$ cat src/rtl/trex_pkg.sv
// Shared constants and types for the T-rex game datapath: screen coordinates,
// sprite box sizes and the collision detector state encoding.
package trex_pkg;

  localparam int unsigned COORD_W     = 10;
  localparam int unsigned DINO_W      = 32;
  localparam int unsigned DINO_H      = 32;
  localparam int unsigned OBS_W       = 16;
  localparam int unsigned OBS_H       = 32;
  localparam int unsigned OVL_CNT_W   = 4;
  localparam int unsigned OVL_CNT_MAX = 15;

  typedef logic [COORD_W-1:0] coord_t;

  typedef enum logic [1:0] {
    IDLE  = 2'd0,
    GRACE = 2'd1,
    TRACK = 2'd2,
    HIT   = 2'd3
  } cd_state_t;

endpackage

$ cat src/rtl/collision_detector_if.sv
// Position/control bundle from the sprite logic and game FSM into the
// collision detector, plus its hit outputs.
interface collision_detector_if;

  logic              start;
  logic              run;
  logic              frame_tick;
  trex_pkg::coord_t  dino_x;
  trex_pkg::coord_t  dino_y;
  trex_pkg::coord_t  obs_x;
  trex_pkg::coord_t  obs_y;
  logic              obs_valid;
  logic              collided;
  logic              hit_pulse;

  modport master (
    output start, run, frame_tick, dino_x, dino_y, obs_x, obs_y, obs_valid,
    input  collided, hit_pulse
  );

  modport slave (
    input  start, run, frame_tick, dino_x, dino_y, obs_x, obs_y, obs_valid,
    output collided, hit_pulse
  );

endinterface

$ cat src/rtl/collision_detector_bbox_overlap.sv
// Combinational axis-aligned box overlap test; edge-touching boxes do not
// overlap. Far edges are formed one bit wider so they never wrap.
module bbox_overlap #(
  parameter int unsigned COORD_W = 10,
  parameter int unsigned A_W     = 32,
  parameter int unsigned A_H     = 32,
  parameter int unsigned B_W     = 16,
  parameter int unsigned B_H     = 32
) (
  input  logic [COORD_W-1:0] a_x,
  input  logic [COORD_W-1:0] a_y,
  input  logic [COORD_W-1:0] b_x,
  input  logic [COORD_W-1:0] b_y,
  output logic               overlap_c
);

  localparam int unsigned SUM_W = COORD_W + 1;

  logic [SUM_W-1:0] a_x_ext, a_y_ext, b_x_ext, b_y_ext;
  logic [SUM_W-1:0] a_right, a_bottom, b_right, b_bottom;

  always_comb begin
    a_x_ext   = SUM_W'(a_x);
    a_y_ext   = SUM_W'(a_y);
    b_x_ext   = SUM_W'(b_x);
    b_y_ext   = SUM_W'(b_y);
    a_right   = a_x_ext + SUM_W'(A_W);
    a_bottom  = a_y_ext + SUM_W'(A_H);
    b_right   = b_x_ext + SUM_W'(B_W);
    b_bottom  = b_y_ext + SUM_W'(B_H);
    overlap_c = (a_x_ext < b_right) && (b_x_ext < a_right) &&
                (a_y_ext < b_bottom) && (b_y_ext < a_bottom);
  end

endmodule

$ cat src/rtl/collision_detector.sv
// Per-frame dino/obstacle collision detector with consecutive-frame filter and
// sticky hit flag. Optional start-of-run immunity under COLLISION_GRACE_EN.
module collision_detector
  import trex_pkg::*;
#(
  parameter int unsigned DINO_W         = trex_pkg::DINO_W,
  parameter int unsigned DINO_H         = trex_pkg::DINO_H,
  parameter int unsigned OBS_W          = trex_pkg::OBS_W,
  parameter int unsigned OBS_H          = trex_pkg::OBS_H,
  parameter int unsigned OVERLAP_FRAMES = 2
`ifdef COLLISION_GRACE_EN
  ,
  parameter int unsigned GRACE_FRAMES   = 60
`endif
) (
  input  logic                 clk,
  input  logic                 reset,
  collision_detector_if.slave  bus
);

  cd_state_t              state_q, state_d;
  coord_t                 dino_x_q, dino_x_d, dino_y_q, dino_y_d;
  coord_t                 obs_x_q, obs_x_d, obs_y_q, obs_y_d;
  logic                   obs_valid_q, obs_valid_d;
  logic                   sample_vld_q, sample_vld_d;
  logic [OVL_CNT_W-1:0]   ovl_cnt_q, ovl_cnt_d, ovl_next;
  logic                   collided_q, collided_d;
  logic                   hit_pulse_q, hit_pulse_d;
  logic                   overlap_c;

`ifdef COLLISION_GRACE_EN
  localparam int unsigned GRACE_W = (GRACE_FRAMES > 1) ? $clog2(GRACE_FRAMES) : 1;
  logic [GRACE_W-1:0]     grace_cnt_q, grace_cnt_d;
`endif

  bbox_overlap #(
    .COORD_W (COORD_W),
    .A_W     (DINO_W),
    .A_H     (DINO_H),
    .B_W     (OBS_W),
    .B_H     (OBS_H)
  ) u_overlap (
    .a_x       (dino_x_q),
    .a_y       (dino_y_q),
    .b_x       (obs_x_q),
    .b_y       (obs_y_q),
    .overlap_c (overlap_c)
  );

  // Next state: start=0 overrides the FSM; stage 2 runs on the cycle after a tick.
  always_comb begin
    state_d      = state_q;
    dino_x_d     = dino_x_q;
    dino_y_d     = dino_y_q;
    obs_x_d      = obs_x_q;
    obs_y_d      = obs_y_q;
    obs_valid_d  = obs_valid_q;
    sample_vld_d = 1'b0;
    ovl_cnt_d    = ovl_cnt_q;
    ovl_next     = ovl_cnt_q;
    collided_d   = collided_q;
    hit_pulse_d  = 1'b0;
`ifdef COLLISION_GRACE_EN
    grace_cnt_d  = grace_cnt_q;
`endif

    if (!bus.start) begin
      state_d     = IDLE;
      dino_x_d    = '0;
      dino_y_d    = '0;
      obs_x_d     = '0;
      obs_y_d     = '0;
      obs_valid_d = 1'b0;
      ovl_cnt_d   = '0;
      collided_d  = 1'b0;
`ifdef COLLISION_GRACE_EN
      grace_cnt_d = '0;
`endif
    end else begin
      case (state_q)
        IDLE: begin
          collided_d = 1'b0;
          ovl_cnt_d  = '0;
          if (bus.run) begin
`ifdef COLLISION_GRACE_EN
            state_d     = GRACE;
            grace_cnt_d = '0;
`else
            state_d     = TRACK;
`endif
          end
        end
`ifdef COLLISION_GRACE_EN
        GRACE: begin
          if (!bus.run) begin
            state_d     = IDLE;
            grace_cnt_d = '0;
          end else if (bus.frame_tick) begin
            if (grace_cnt_q == GRACE_W'(GRACE_FRAMES - 1)) begin
              state_d     = TRACK;
              grace_cnt_d = '0;
            end else begin
              grace_cnt_d = grace_cnt_q + GRACE_W'(1);
            end
          end
        end
`endif
        TRACK: begin
          if (!bus.run) begin
            state_d   = IDLE;
            ovl_cnt_d = '0;
          end else begin
            if (bus.frame_tick) begin
              dino_x_d     = bus.dino_x;
              dino_y_d     = bus.dino_y;
              obs_x_d      = bus.obs_x;
              obs_y_d      = bus.obs_y;
              obs_valid_d  = bus.obs_valid;
              sample_vld_d = 1'b1;
            end
            if (sample_vld_q) begin
              if (overlap_c && obs_valid_q) begin
                ovl_next = (ovl_cnt_q == OVL_CNT_W'(OVL_CNT_MAX)) ? ovl_cnt_q
                                                                   : ovl_cnt_q + OVL_CNT_W'(1);
              end else begin
                ovl_next = '0;
              end
              ovl_cnt_d = ovl_next;
              if (ovl_next >= OVL_CNT_W'(OVERLAP_FRAMES)) begin
                state_d     = HIT;
                collided_d  = 1'b1;
                hit_pulse_d = 1'b1;
              end
            end
          end
        end
        HIT: begin
          collided_d = 1'b1;
        end
        default: begin
          state_d = IDLE;
        end
      endcase
    end
  end

  always_ff @(posedge clk) begin
    if (reset) begin
      state_q      <= IDLE;
      dino_x_q     <= '0;
      dino_y_q     <= '0;
      obs_x_q      <= '0;
      obs_y_q      <= '0;
      obs_valid_q  <= 1'b0;
      sample_vld_q <= 1'b0;
      ovl_cnt_q    <= '0;
      collided_q   <= 1'b0;
      hit_pulse_q  <= 1'b0;
`ifdef COLLISION_GRACE_EN
      grace_cnt_q  <= '0;
`endif
    end else begin
      state_q      <= state_d;
      dino_x_q     <= dino_x_d;
      dino_y_q     <= dino_y_d;
      obs_x_q      <= obs_x_d;
      obs_y_q      <= obs_y_d;
      obs_valid_q  <= obs_valid_d;
      sample_vld_q <= sample_vld_d;
      ovl_cnt_q    <= ovl_cnt_d;
      collided_q   <= collided_d;
      hit_pulse_q  <= hit_pulse_d;
`ifdef COLLISION_GRACE_EN
      grace_cnt_q  <= grace_cnt_d;
`endif
    end
  end

  assign bus.collided  = collided_q;
  assign bus.hit_pulse = hit_pulse_q;

endmodule

$ cat src/flat_wrapper.sv
// flat-port wrapper written by rule: the top's interface ports become plain ports
module collision_detector_flat import trex_pkg::*;
#(
  parameter int unsigned DINO_W         = trex_pkg::DINO_W,
  parameter int unsigned DINO_H         = trex_pkg::DINO_H,
  parameter int unsigned OBS_W          = trex_pkg::OBS_W,
  parameter int unsigned OBS_H          = trex_pkg::OBS_H,
  parameter int unsigned OVERLAP_FRAMES = 2

)
  (clk, reset, bus_start, bus_run, bus_frame_tick, bus_dino_x, bus_dino_y, bus_obs_x, bus_obs_y, bus_obs_valid, bus_collided, bus_hit_pulse);
  collision_detector_if bus_i ();
  input  logic clk;
  input  logic reset;
  input wire logic [$bits(bus_i.start)-1:0] bus_start;
  input wire logic [$bits(bus_i.run)-1:0] bus_run;
  input wire logic [$bits(bus_i.frame_tick)-1:0] bus_frame_tick;
  input wire logic [$bits(bus_i.dino_x)-1:0] bus_dino_x;
  input wire logic [$bits(bus_i.dino_y)-1:0] bus_dino_y;
  input wire logic [$bits(bus_i.obs_x)-1:0] bus_obs_x;
  input wire logic [$bits(bus_i.obs_y)-1:0] bus_obs_y;
  input wire logic [$bits(bus_i.obs_valid)-1:0] bus_obs_valid;
  output wire logic [$bits(bus_i.collided)-1:0] bus_collided;
  output wire logic [$bits(bus_i.hit_pulse)-1:0] bus_hit_pulse;
  assign bus_i.start = bus_start;
  assign bus_i.run = bus_run;
  assign bus_i.frame_tick = bus_frame_tick;
  assign bus_i.dino_x = bus_dino_x;
  assign bus_i.dino_y = bus_dino_y;
  assign bus_i.obs_x = bus_obs_x;
  assign bus_i.obs_y = bus_obs_y;
  assign bus_i.obs_valid = bus_obs_valid;
  assign bus_collided = bus_i.collided;
  assign bus_hit_pulse = bus_i.hit_pulse;
  collision_detector #(.DINO_W(DINO_W), .DINO_H(DINO_H), .OBS_W(OBS_W), .OBS_H(OBS_H), .OVERLAP_FRAMES(OVERLAP_FRAMES)) u_core (.clk(clk), .reset(reset), .bus(bus_i));
endmodule
$ cat config.mk
export PLATFORM = sky130hd
export DESIGN_NAME = collision_detector_flat
export DESIGN_NICKNAME = d
export VERILOG_FILES = /design/src/rtl/trex_pkg.sv /design/src/rtl/collision_detector_if.sv /design/src/rtl/collision_detector_bbox_overlap.sv /design/src/rtl/collision_detector.sv /design/src/flat_wrapper.sv
export SDC_FILE = /design/constraint.sdc
export NUM_CORES = 1
export LEC_CHECK = 0
export CAP_MARGIN = 10
export CORE_AREA = 2 2 76 78
export CTS_BUF_LIST = sky130_fd_sc_hd__clkbuf_8 sky130_fd_sc_hd__clkbuf_16
export CTS_CLUSTER_SIZE = 8
export DETAILED_ROUTE_END_ITERATION = 8
export DIE_AREA = 0 0 78 80
export PLACE_DENSITY = 0.81
export SLEW_MARGIN = 20
export SYNTH_ARGS = -nofsm -noshare
export SYNTH_HDL_FRONTEND = slang
export SYNTH_SLANG_ARGS = --single-unit
$ cat constraint.sdc
create_clock -name clk -period 4.1 [get_ports clk]
set_input_delay 0.82 -clock clk [delete_from_list [all_inputs] [get_ports clk]]
set_output_delay 0.82 -clock clk [all_outputs]
set_load 0.02 [all_outputs]
==> results.yml, run 1 <==
floorplanning:
  core_area_mm2: 0.00541
  fp.dieW_um: 78
  start_util_pct: 56.4
  dieHeight_um: 80
  rows: 27
  ios: 48
  die_area_mm2: 0.00624
cells_and_area:
  multiInputGateArea_mm2: 0.00191
  final_cells: 504
  area_growth_pct: 20.4
  final_common_cell: "nand2_1"
  regArea_mm2: 0.00100
  final_cell_mix: "nand2_1, a21oi_1, dfxtp_1, clkdlybuf4s50_1, ha_1"
  final_nets: 520
  drive_above_1_share_pct: 4.63
  diodes: 0
  n_fill_cell: 451
  final_area_mm2: 0.00367
place:
  dp.cells: 496
  port_buffers: 47
  dp_hpwl_um: 4910
  dpl-instance-area_mm2: 0.00358
  gp_congestion: 0.872
global_routing:
  grt_pass1_vias: 2631
  grt_pass1_wl_um: 11300
  grt_max_degree: 43
  grt_usage_pct: 22.4
  antenna_found_initial: 0
  grt.overflow.total: 0
sta:
  whs_ns: 0.465
  slew_violations: 0
  setup_viol: 0
  fin_setup_tns_ns: 0
  skew_ns: 0.00769
  rsz0062_at_grt: "false"
  fmax_mhz: 334
  finalCritPeriodShare_pct: 73.1
  finalCriticalPeriod_ns: 3.00
  slew-limit-headroom_pct: 31.5
  tightest_slew_ns: 1.03
  finalHoldViolations: 0
critical_path:
  arrival_ns: 3.20
  crit_chain: "ha_1 > nand3_1 > xor2_1 > ha_1 > a21oi_1 > a22o_2 > nand4_1 > or3_4 > nor4_4 > nand2_2 > a211oi_1"
  crit_required_ns: 4.30
  worstReg2RegEnd: "u_core.state_q[0]"
  cp_num_buf_inv: 0
  r2r_start: "u_core.dino_x_q[5]"
  crit_family: "simple AND/OR/NAND/NOR gates"
  critPathKind: "flip-flop to flip-flop"
  cpPeakStageDelay_ns: 0.42
  rrSetupSlack_ns: 1.10
  critPathMaxFanout: 7
  r2r_cells: 11
  path_common_cell: "ha_1"
  crit_path_end_kind: "flip-flop"
  worstSetupStartpointType: "flip-flop"
  slowest_stage: "dfxtp_1"
clocking:
  cts_inserted_buffers: 5
  post_cts.repair.setup_buffers: 0
  cts_hold_buf: 0
  cts.sinks: 50
  clock_path_buffers: 2
  h-tree-depth: 2
  cts_tree: "yes"
  clkSlewWorstSetupHoldPaths_ns: 0.09
  cts_resized: 0
  insertion_delay_ns: 0.31
  cts_root_buf: "clkbuf_8"
routing:
  via_per_inst: 5.46
  vias: 2753
  drc: 0
  drt_iter0_markers: 114
  ant_nets: 0
  drt_pre_antenna_iters: 5
  routed_wl_um: 6620
  wl_per_cell_um: 13.1
yosys:
  ys_dominant_reg_cell: "dfxtp_1"
  synth_edf_count: 0
  ys_seq_elements: 50
  syn_avg_cell_area_um2: 7.86
  syn_inst: 388
  syn-num-nets: 477
  syn_area_mm2: 0.00305
  ys_seq_area_share_pct: 32.8
  synthArstFlopShare_pct: 0
  ys_warn_count: 0
  synth.distinct_cells: 45
  ys_top_cells_by_area: "dfxtp_1, ha_1, nand2_1"
  yosysTopAreaCell: "dfxtp_1"
  yosysTopAreaCellShare_pct: 32.8
hold_path:
  min_to: "u_core.dino_x_q[0]"
  hp-class: "flip-flop to flip-flop"
  hold_depth: 2
  hp-start: "u_core.dino_x_q[0]"
pwr:
  power_density_mw_per_mm2: 237
  power_leakage_uw: 0.00135
  vdd_drop_max_mv: 0.160
flow_run:
  maxCapViolCount: 0
outcome:
  status: "finished clean"
## through the flow
stage                     power (uW)  util, %  worst slack [ns]
after global placement           584     66.3              1.24
final                            871     67.9              1.10
after global routing             902     67.9             0.784
after CTS                        874     67.9              1.10
after floorplan                  533        -              1.41
after detailed placement         586     66.3              1.11
## worst reg2reg max path, stage by stage (launching register included)
cell      delay [ns]
dfxtp_1         0.42
ha_1            0.22
nand3_1         0.10
xor2_1          0.16
ha_1            0.34
a21oi_1         0.19
a22o_2          0.15
nand4_1         0.09
or3_4           0.42
nor4_4          0.42
nand2_2         0.14
a211oi_1        0.26
## state kept, by name, summed over array words and instances, names as in the netlist
register,flops
u_core.bus.collided,1
u_core.dino_y_q,10
u_core.ovl_cnt_q,4
u_core.sample_vld_q,1
u_core.dino_x_q,10
u_core.bus.hit_pulse,1
u_core.obs_valid_q,1
u_core.state_q,2
u_core.obs_y_q,10
u_core.obs_x_q,10
## layout make-up
| type | count | area share, % |
|---|---|---|
| Inverter | 24 | 2.45 |
| Tap cell | 72 | 2.45 |
| Sequential cell | 50 | 27.3 |
| Multi-Input combinational cell | 300 | 51.9 |
| Timing Repair Buffer | 50 | 13.4 |
| Clock buffer | 6 | 2.25 |
| Clock inverter | 2 | 0.239 |
## synthesized netlist by cell type, types with 2 or more instances
master / n
nand2_1: 94
a21oi_1: 56
dfxtp_1: 50
ha_1: 43
inv_1: 24
nand3_1: 15
nor2_1: 14
clkbuf_1: 12
o21ai_0: 9
nor2b_1: 7
xor2_1: 7
and3_1: 6
xnor2_1: 6
nand2b_1: 3
nand4_1: 3
nor4_1: 3
a2111oi_0: 2
a211oi_1: 2
a21o_1: 2
a311o_2: 2
a31oi_1: 2
buf_1: 2
o211ai_1: 2
## worst max path at each step
stage / slack [ns] / start / cells after the start / end
6_report: 1.10 / u_core.dino_x_q[5] / 11 / u_core.state_q[0]
5_1_grt: 0.78 / u_core.dino_x_q[5] / 11 / u_core.ovl_cnt_q[2]
4_1_cts: 1.10 / u_core.dino_x_q[5] / 11 / u_core.state_q[0]
3_5_place_dp: 1.11 / u_core.dino_x_q[5] / 11 / u_core.state_q[0]
3_3_place_gp: 1.24 / u_core.dino_x_q[5] / 11 / u_core.ovl_cnt_q[3]
2_1_floorplan: 1.41 / u_core.obs_x_q[4] / 11 / u_core.ovl_cnt_q[3]
## power breakdown
part / internal (uW) / switching, uW
Combinational: 50.7 / 33.0
Clock: 134 / 162
Sequential: 488 / 3.08
## cell families (layout without fill, tap and decap cells)
family / Yosys count / count (layout) / share of synthesized area, %
xor gates and xnor gates: 13 / 13 / 3.73
DFF: 50 / 50 / 32.8
AOI/OAI and AO/OA: 88 / 88 / 17.2
buffers and inverters: 38 / 82 / 4.68
and+or+nand+nor: 156 / 156 / 23.9
adders and majority gates: 43 / 43 / 17.6
## metal layers
layer | global-route usage [%] | vias to the layer above | part of all wire, %
li1 | - | 1413 | -
met1 | 24.5 | 1273 | 44
met2 | 43.1 | 59 | 51
met3 | 4.30 | 8 | 3.9
met4 | 7.54 | 0 | 1.5
met5 | 0 | - | 0
Note: power is estimated with default switching activity, not from simulation.
==> run 2: changes to the inputs <==
--- a/config.mk
+++ b/config.mk
@@ -6,12 +6,12 @@
 export NUM_CORES = 1
 export LEC_CHECK = 0
 export CAP_MARGIN = 10
-export CORE_AREA = 2 2 76 78
+export CORE_AREA = 2 2 79 81
 export CTS_BUF_LIST = sky130_fd_sc_hd__clkbuf_8 sky130_fd_sc_hd__clkbuf_16
 export CTS_CLUSTER_SIZE = 8
 export DETAILED_ROUTE_END_ITERATION = 8
-export DIE_AREA = 0 0 78 80
-export PLACE_DENSITY = 0.81
+export DIE_AREA = 0 0 81 83
+export PLACE_DENSITY = 0.76
 export SLEW_MARGIN = 20
 export SYNTH_ARGS = -nofsm -noshare
 export SYNTH_HDL_FRONTEND = slang
==> constraint.sdc (replaced) <==
create_clock -name clk -period 2.88 [get_ports clk]
set_input_delay 0.576 -clock clk [delete_from_list [all_inputs] [get_ports clk]]
set_output_delay 0.576 -clock clk [all_outputs]
set_load 0.02 [all_outputs]
==> run 2 against run 1 <==
  * Non-clock buffer count up 12
  * Utilization fell by 2.5 points
  * Final area is 3.6% higher
  * Combinational power is 46% higher
==> results.yml, run 2 (synthesis gave the netlist of run 1 again) <==
outcome:
  status: "finished clean"
global_routing:
  antenna_found_initial: 0
  grt_pass1_wl_um: 11500
  grt_usage_pct: 20.9
  grt_pass1_vias: 2682
  grt_max_degree: 43
  grt.overflow.total: 0
sta:
  skew_ns: 0.00502
  tightest_slew_ns: 0.579
  finalCritPeriodShare_pct: 93.7
  rsz0062_at_grt: "false"
  finalHoldViolations: 0
  fmax_mhz: 371
  setup_viol: 0
  fin_setup_tns_ns: 0
  slew_violations: 0
  slew-limit-headroom_pct: 61.3
  setup_slack_ns: 0.183
  finalCriticalPeriod_ns: 2.70
pwr:
  vdd_drop_max_mv: 0.270
  p_int_uw: 1010
  p_sw_share_pct: 21.8
  power_leakage_uw: 0.00142
  power_density_mw_per_mm2: 340
  power_switching_uw: 282
  p_seq_share_pct: 54.0
  p_comb_share_pct: 9.4
  clkPwrFrac_pct: 36.6
critical_path:
  crit_required_ns: 3.10
  arrival_ns: 2.92
  critPathMaxFanout: 6
  worstSetupStartpointType: "flip-flop"
  crit_path_end_kind: "flip-flop"
  rrSetupSlack_ns: 0.18
  critPathKind: "flip-flop to flip-flop"
  r2r_cells: 11
  r2r_start: "u_core.dino_x_q[6]"
  worstReg2RegEnd: "u_core.bus.collided"
routing:
  wl_per_cell_um: 12.7
  met1_length_um: 3070
  top_layer: "met4"
  drc: 0
  route.met3.wl_um: 190
  ant_nets: 0
  drt_pre_antenna_iters: 4
  vias: 2757
  via_per_inst: 5.31
  routed_wl_um: 6570
  drt_iter0_markers: 96
  route.met2.wl_um: 3230
cells_and_area:
  final_cell_mix: "nand2_1, a21oi_1, dfxtp_1, clkdlybuf4s50_1, ha_1"
  final_nets: 532
  diodes: 0
  final_common_cell: "nand2_1"
  area_growth_pct: 24.7
  drive_above_1_share_pct: 8.78
floorplanning:
  core_area_mm2: 0.00582
  ios: 48
  fp.dieW_um: 81
  rows: 28
  die_area_mm2: 0.00672
  start_util_pct: 52.5
  dieHeight_um: 83
place:
  dp_hpwl_um: 5040
  gp_congestion: 0.866
  dp_slack_ns: 0.0508
  port_buffers: 47
clocking:
  cts_root_buf: "clkbuf_8"
  clkSlewWorstSetupHoldPaths_ns: 0.09
  h-tree-depth: 2
  cts_hold_buf: 0
  cts_inserted_buffers: 5
  cts_tree: "yes"
  cts.sinks: 50
  insertion_delay_ns: 0.31
  clock_path_buffers: 2
hold_path:
  hp-class: "flip-flop to flip-flop"
  min_to: "u_core.obs_valid_q"
  hold_depth: 2
  hp-start: "u_core.obs_valid_q"
flow_run:
  maxCapViolCount: 0
[run 2: what timing repair did]
item                                    4_1_cts  5_1_grt
buffers inserted                              0        1
gates resized for setup                       0        6
endpoints found under the setup margin        0        4
[run 2: worst max-delay path: stages, from the launching register on]
cell and delay (ns):
dfxtp_2 0.33, ha_2 0.31, inv_1 0.04, ha_1 0.29, and3_1 0.19, a221o_1 0.30, a31oi_2 0.21, o21bai_1 0.15
nor4_4 0.27, buf_4 0.18, nand2_2 0.07, a221oi_2 0.26
[run 2: power by group through the flow]
stage          registers (uW)  clock network, uW  logic (uW)
2_1_floorplan             715                  0        44.6
3_3_place_gp              715                  0         120
5_1_grt                   700                517         134
4_1_cts                   699                487         123
3_5_place_dp              715                  0         122
6_report                  699                473         122
[run 2: layout make-up]
| cell class | instances | area, um^2 |
|---|---|---|
| Clock buffer | 8 | 110 |
| Inverter | 24 | 90.1 |
| Multi-Input combinational cell | 300 | 1920 |
| Timing Repair Buffer | 62 | 583 |
| Fill cell | 515 | 2010 |
| Sequential cell | 50 | 1000 |
| Tap cell | 75 | 93.8 |
[run 2: through the flow]
| stage | std cells | instance area (um^2) | util (%) | power (uW) | hold slack (ns) |
|---|---|---|---|---|---|
| 2_1_floorplan | 388 | 3050 | - | 759 | 0.437 |
| 3_3_place_gp | 510 | 3670 | 63.1 | 835 | 0.451 |
| 3_5_place_dp | 510 | 3670 | 63.1 | 837 | 0.463 |
| 4_1_cts | 518 | 3780 | 65.0 | 1310 | 0.476 |
| 5_1_grt | 519 | 3800 | 65.4 | 1350 | 0.500 |
| 6_report | 519 | 3800 | 65.4 | 1290 | 0.470 |
[run 2: how the worst max path moves through the flow]
stage                             from  cells past startpoint  slack, ns                   to
global placement     u_core.obs_x_q[5]                     12       0.17  u_core.ovl_cnt_q[3]
detailed placement   u_core.obs_x_q[5]                     12       0.05  u_core.ovl_cnt_q[2]
finish              u_core.dino_x_q[6]                     11       0.18  u_core.bus.collided
CTS                  u_core.obs_x_q[5]                     12       0.02  u_core.bus.collided
floorplan            u_core.obs_x_q[4]                     11       0.19  u_core.ovl_cnt_q[3]
global route         u_core.obs_y_q[2]                     10      0.006  u_core.ovl_cnt_q[3]
[run 2: per-layer routing]
metal / vias up / track usage, %
li1: 1443 / -
met1: 1269 / 25.4
met2: 36 / 37.0
met3: 9 / 4.46
met4: 0 / 5.08
met5: - / 0
==> run 3: changes to the inputs <==
--- a/config.mk
+++ b/config.mk
@@ -11,7 +11,7 @@
 export CTS_CLUSTER_SIZE = 8
 export DETAILED_ROUTE_END_ITERATION = 8
 export DIE_AREA = 0 0 81 83
-export PLACE_DENSITY = 0.76
+export PLACE_DENSITY = 0.78
 export SLEW_MARGIN = 20
 export SYNTH_ARGS = -nofsm -noshare
 export SYNTH_HDL_FRONTEND = slang
==> constraint.sdc (replaced) <==
create_clock -name clk -period 2.5 [get_ports clk]
set_input_delay 0.5 -clock clk [delete_from_list [all_inputs] [get_ports clk]]
set_output_delay 0.5 -clock clk [all_outputs]
set_load 0.02 [all_outputs]
==> run 3 against run 2 <==
  * The flow now finishes with violations (negative setup slack)
  * Non-clock buffer count is 15 higher
  * Final area is 6.7% higher
  * Wire length is 7.1% higher
  * Clock power is 17% higher
  * Worst hold slack better by 0.00092 ns
  * Total power is 16% higher
  * Clock skew is 0.0054 ns higher
  * Setup slack worse by 0.31 ns
  * Highest routed layer unchanged
==> results.yml, run 3 (synthesis gave the netlist of run 1 again) <==
outcome:
  status: "finished with violations"
  violations: "negative setup slack"
global_routing:
  grtUsageMet2_pct: 38.5
  grt_usage_pct: 21.7
  grt_pass1_vias: 2800
  grt_pass1_wl_um: 11900
  grtUsageMet1_pct: 26.3
  grt.met3_usage_pct: 3.48
  busiest_layer: "met2"
  grt_max_degree: 43
  antenna_found_initial: 0
  grt.overflow.total: 0
clocking:
  cts.sinks: 50
  h-tree-depth: 2
  clock_path_buffers: 2
  cts_tree: "yes"
  cts_inserted_buffers: 5
  cts_root_buf: "clkbuf_8"
  clkSlewWorstSetupHoldPaths_ns: 0.09
  insertion_delay_ns: 0.30
  cts_hold_buf: 0
sta:
  finalCriticalPeriod_ns: 2.63
  tightest_slew_ns: 0.546
  setup_viol: 6
  rsz0062_at_grt: "true"
  slew-limit-headroom_pct: 62.7
  finalHoldViolations: 0
  skew_ns: 0.0105
  slew_violations: 0
  finalCritPeriodShare_pct: 105
  setup_slack_ns: -0.130
  fin_setup_tns_ns: -0.396
  fmax_mhz: 380
cells_and_area:
  regArea_mm2: 0.00101
  final_nets: 547
  final_area_mm2: 0.00406
  area_growth_pct: 33.1
  drive_above_1_share_pct: 15.0
  final_common_cell: "nand2_1"
  multiInputGateArea_mm2: 0.00204
  final_cells: 534
  diodes: 0
  n_fill_cell: 484
  final_cell_mix: "nand2_1, a21oi_1, clkdlybuf4s50_1, dfxtp_1, ha_1"
place:
  port_buffers: 47
  dp_hpwl_um: 5120
  gp_congestion: 0.865
  dp.cells: 523
  dpl-instance-area_mm2: 0.00379
pwr:
  power_leakage_uw: 0.00153
  vdd_drop_max_mv: 0.225
  power_density_mw_per_mm2: 371
critical_path:
  crit_path_end_kind: "flip-flop"
  crit_required_ns: 2.72
  r2r_cells: 12
  critPathMaxFanout: 3
  worstSetupStartpointType: "flip-flop"
  crit_path_start: "u_core.obs_x_q[5]"
  r2r_start: "u_core.obs_x_q[5]"
  critPathKind: "flip-flop to flip-flop"
  arrival_ns: 2.85
hold_path:
  hp-start: "u_core.dino_x_q[0]"
  hold_depth: 2
  hp-class: "flip-flop to flip-flop"
routing:
  vias: 2870
  wl_per_cell_um: 13.2
  routed_wl_um: 7040
  drt_pre_antenna_iters: 4
  via_per_inst: 5.37
  drc: 0
  ant_nets: 0
  drt_iter0_markers: 107
floorplanning:
  die_area_mm2: 0.00672
  ios: 48
  fp.dieW_um: 81
  start_util_pct: 52.5
  dieHeight_um: 83
  core_area_mm2: 0.00582
  rows: 28
flow_run:
  maxCapViolCount: 0
run 3: changes by cell type in the layout (fill, tap and decap cells not counted), sizes merged:
cell and change:
inv +2, buf +15, clkbuf -3, bufinv +1
run 3: timing repair:
action,4_1_cts,5_1_grt
hold endpoints to repair,0,0
setup buffers,1,2
pin swaps,7,3
setup endpoints to repair,8,8
resized for setup,12,17
run 3: critical path, stage by stage (launching register included):
cell,delay (ns)
dfxtp_4,0.37
ha_4,0.16
and3_4,0.18
xnor2_2,0.13
ha_1,0.32
a21oi_2,0.13
a311o_2,0.12
nand4_1,0.09
or3_4,0.40
nor4_4,0.15
buf_4,0.16
nand2_4,0.06
a221oi_2,0.27
run 3: area by class of cell:
cell class | count | area share, %
multi-input combinational | 300 | 50.2
sequential | 50 | 24.9
timing repair buffer | 77 | 17.7
tap | 75 | 2.31
inverter | 24 | 2.22
clock buffer | 5 | 1.69
clock inverter | 3 | 0.925
run 3: metal layers:
metal  vias up  wire [um]
met5         -          0
li1       1474          -
met4         0        148
met2        58       3480
met1      1321       3180
met3        17        232
run 3: power by group:
group	internal (uW)	total (uW)	switching, uW
registers	798	803	4.33
logic	89.7	149	59.5
clock network	292	553	261
total	1180	1500	325
run 3: metrics by stage:
| step | setup WS (ns) | utilization, % | hold WS (ns) | total power, uW |
|---|---|---|---|---|
| finish | -0.130 | 69.8 | 0.471 | 1500 |
| global route | -0.284 | 69.8 | 0.503 | 1570 |
| detailed placement | -0.184 | 65.2 | 0.458 | 966 |
| floorplan | 0.0190 | - | 0.437 | 875 |
| global placement | -0.0421 | 65.2 | 0.453 | 964 |
| CTS | -0.0581 | 68.5 | 0.472 | 1520 |
run 3: path summary, 6_finish.rpt:
kind,endpoint,slack [ns]
setup / recovery,u_core.bus.collided,-0.13
hold / removal,u_core.dino_x_q[0],0.47
setup reg to reg,u_core.bus.collided,-0.13
hold reg to reg,u_core.dino_x_q[0],0.47
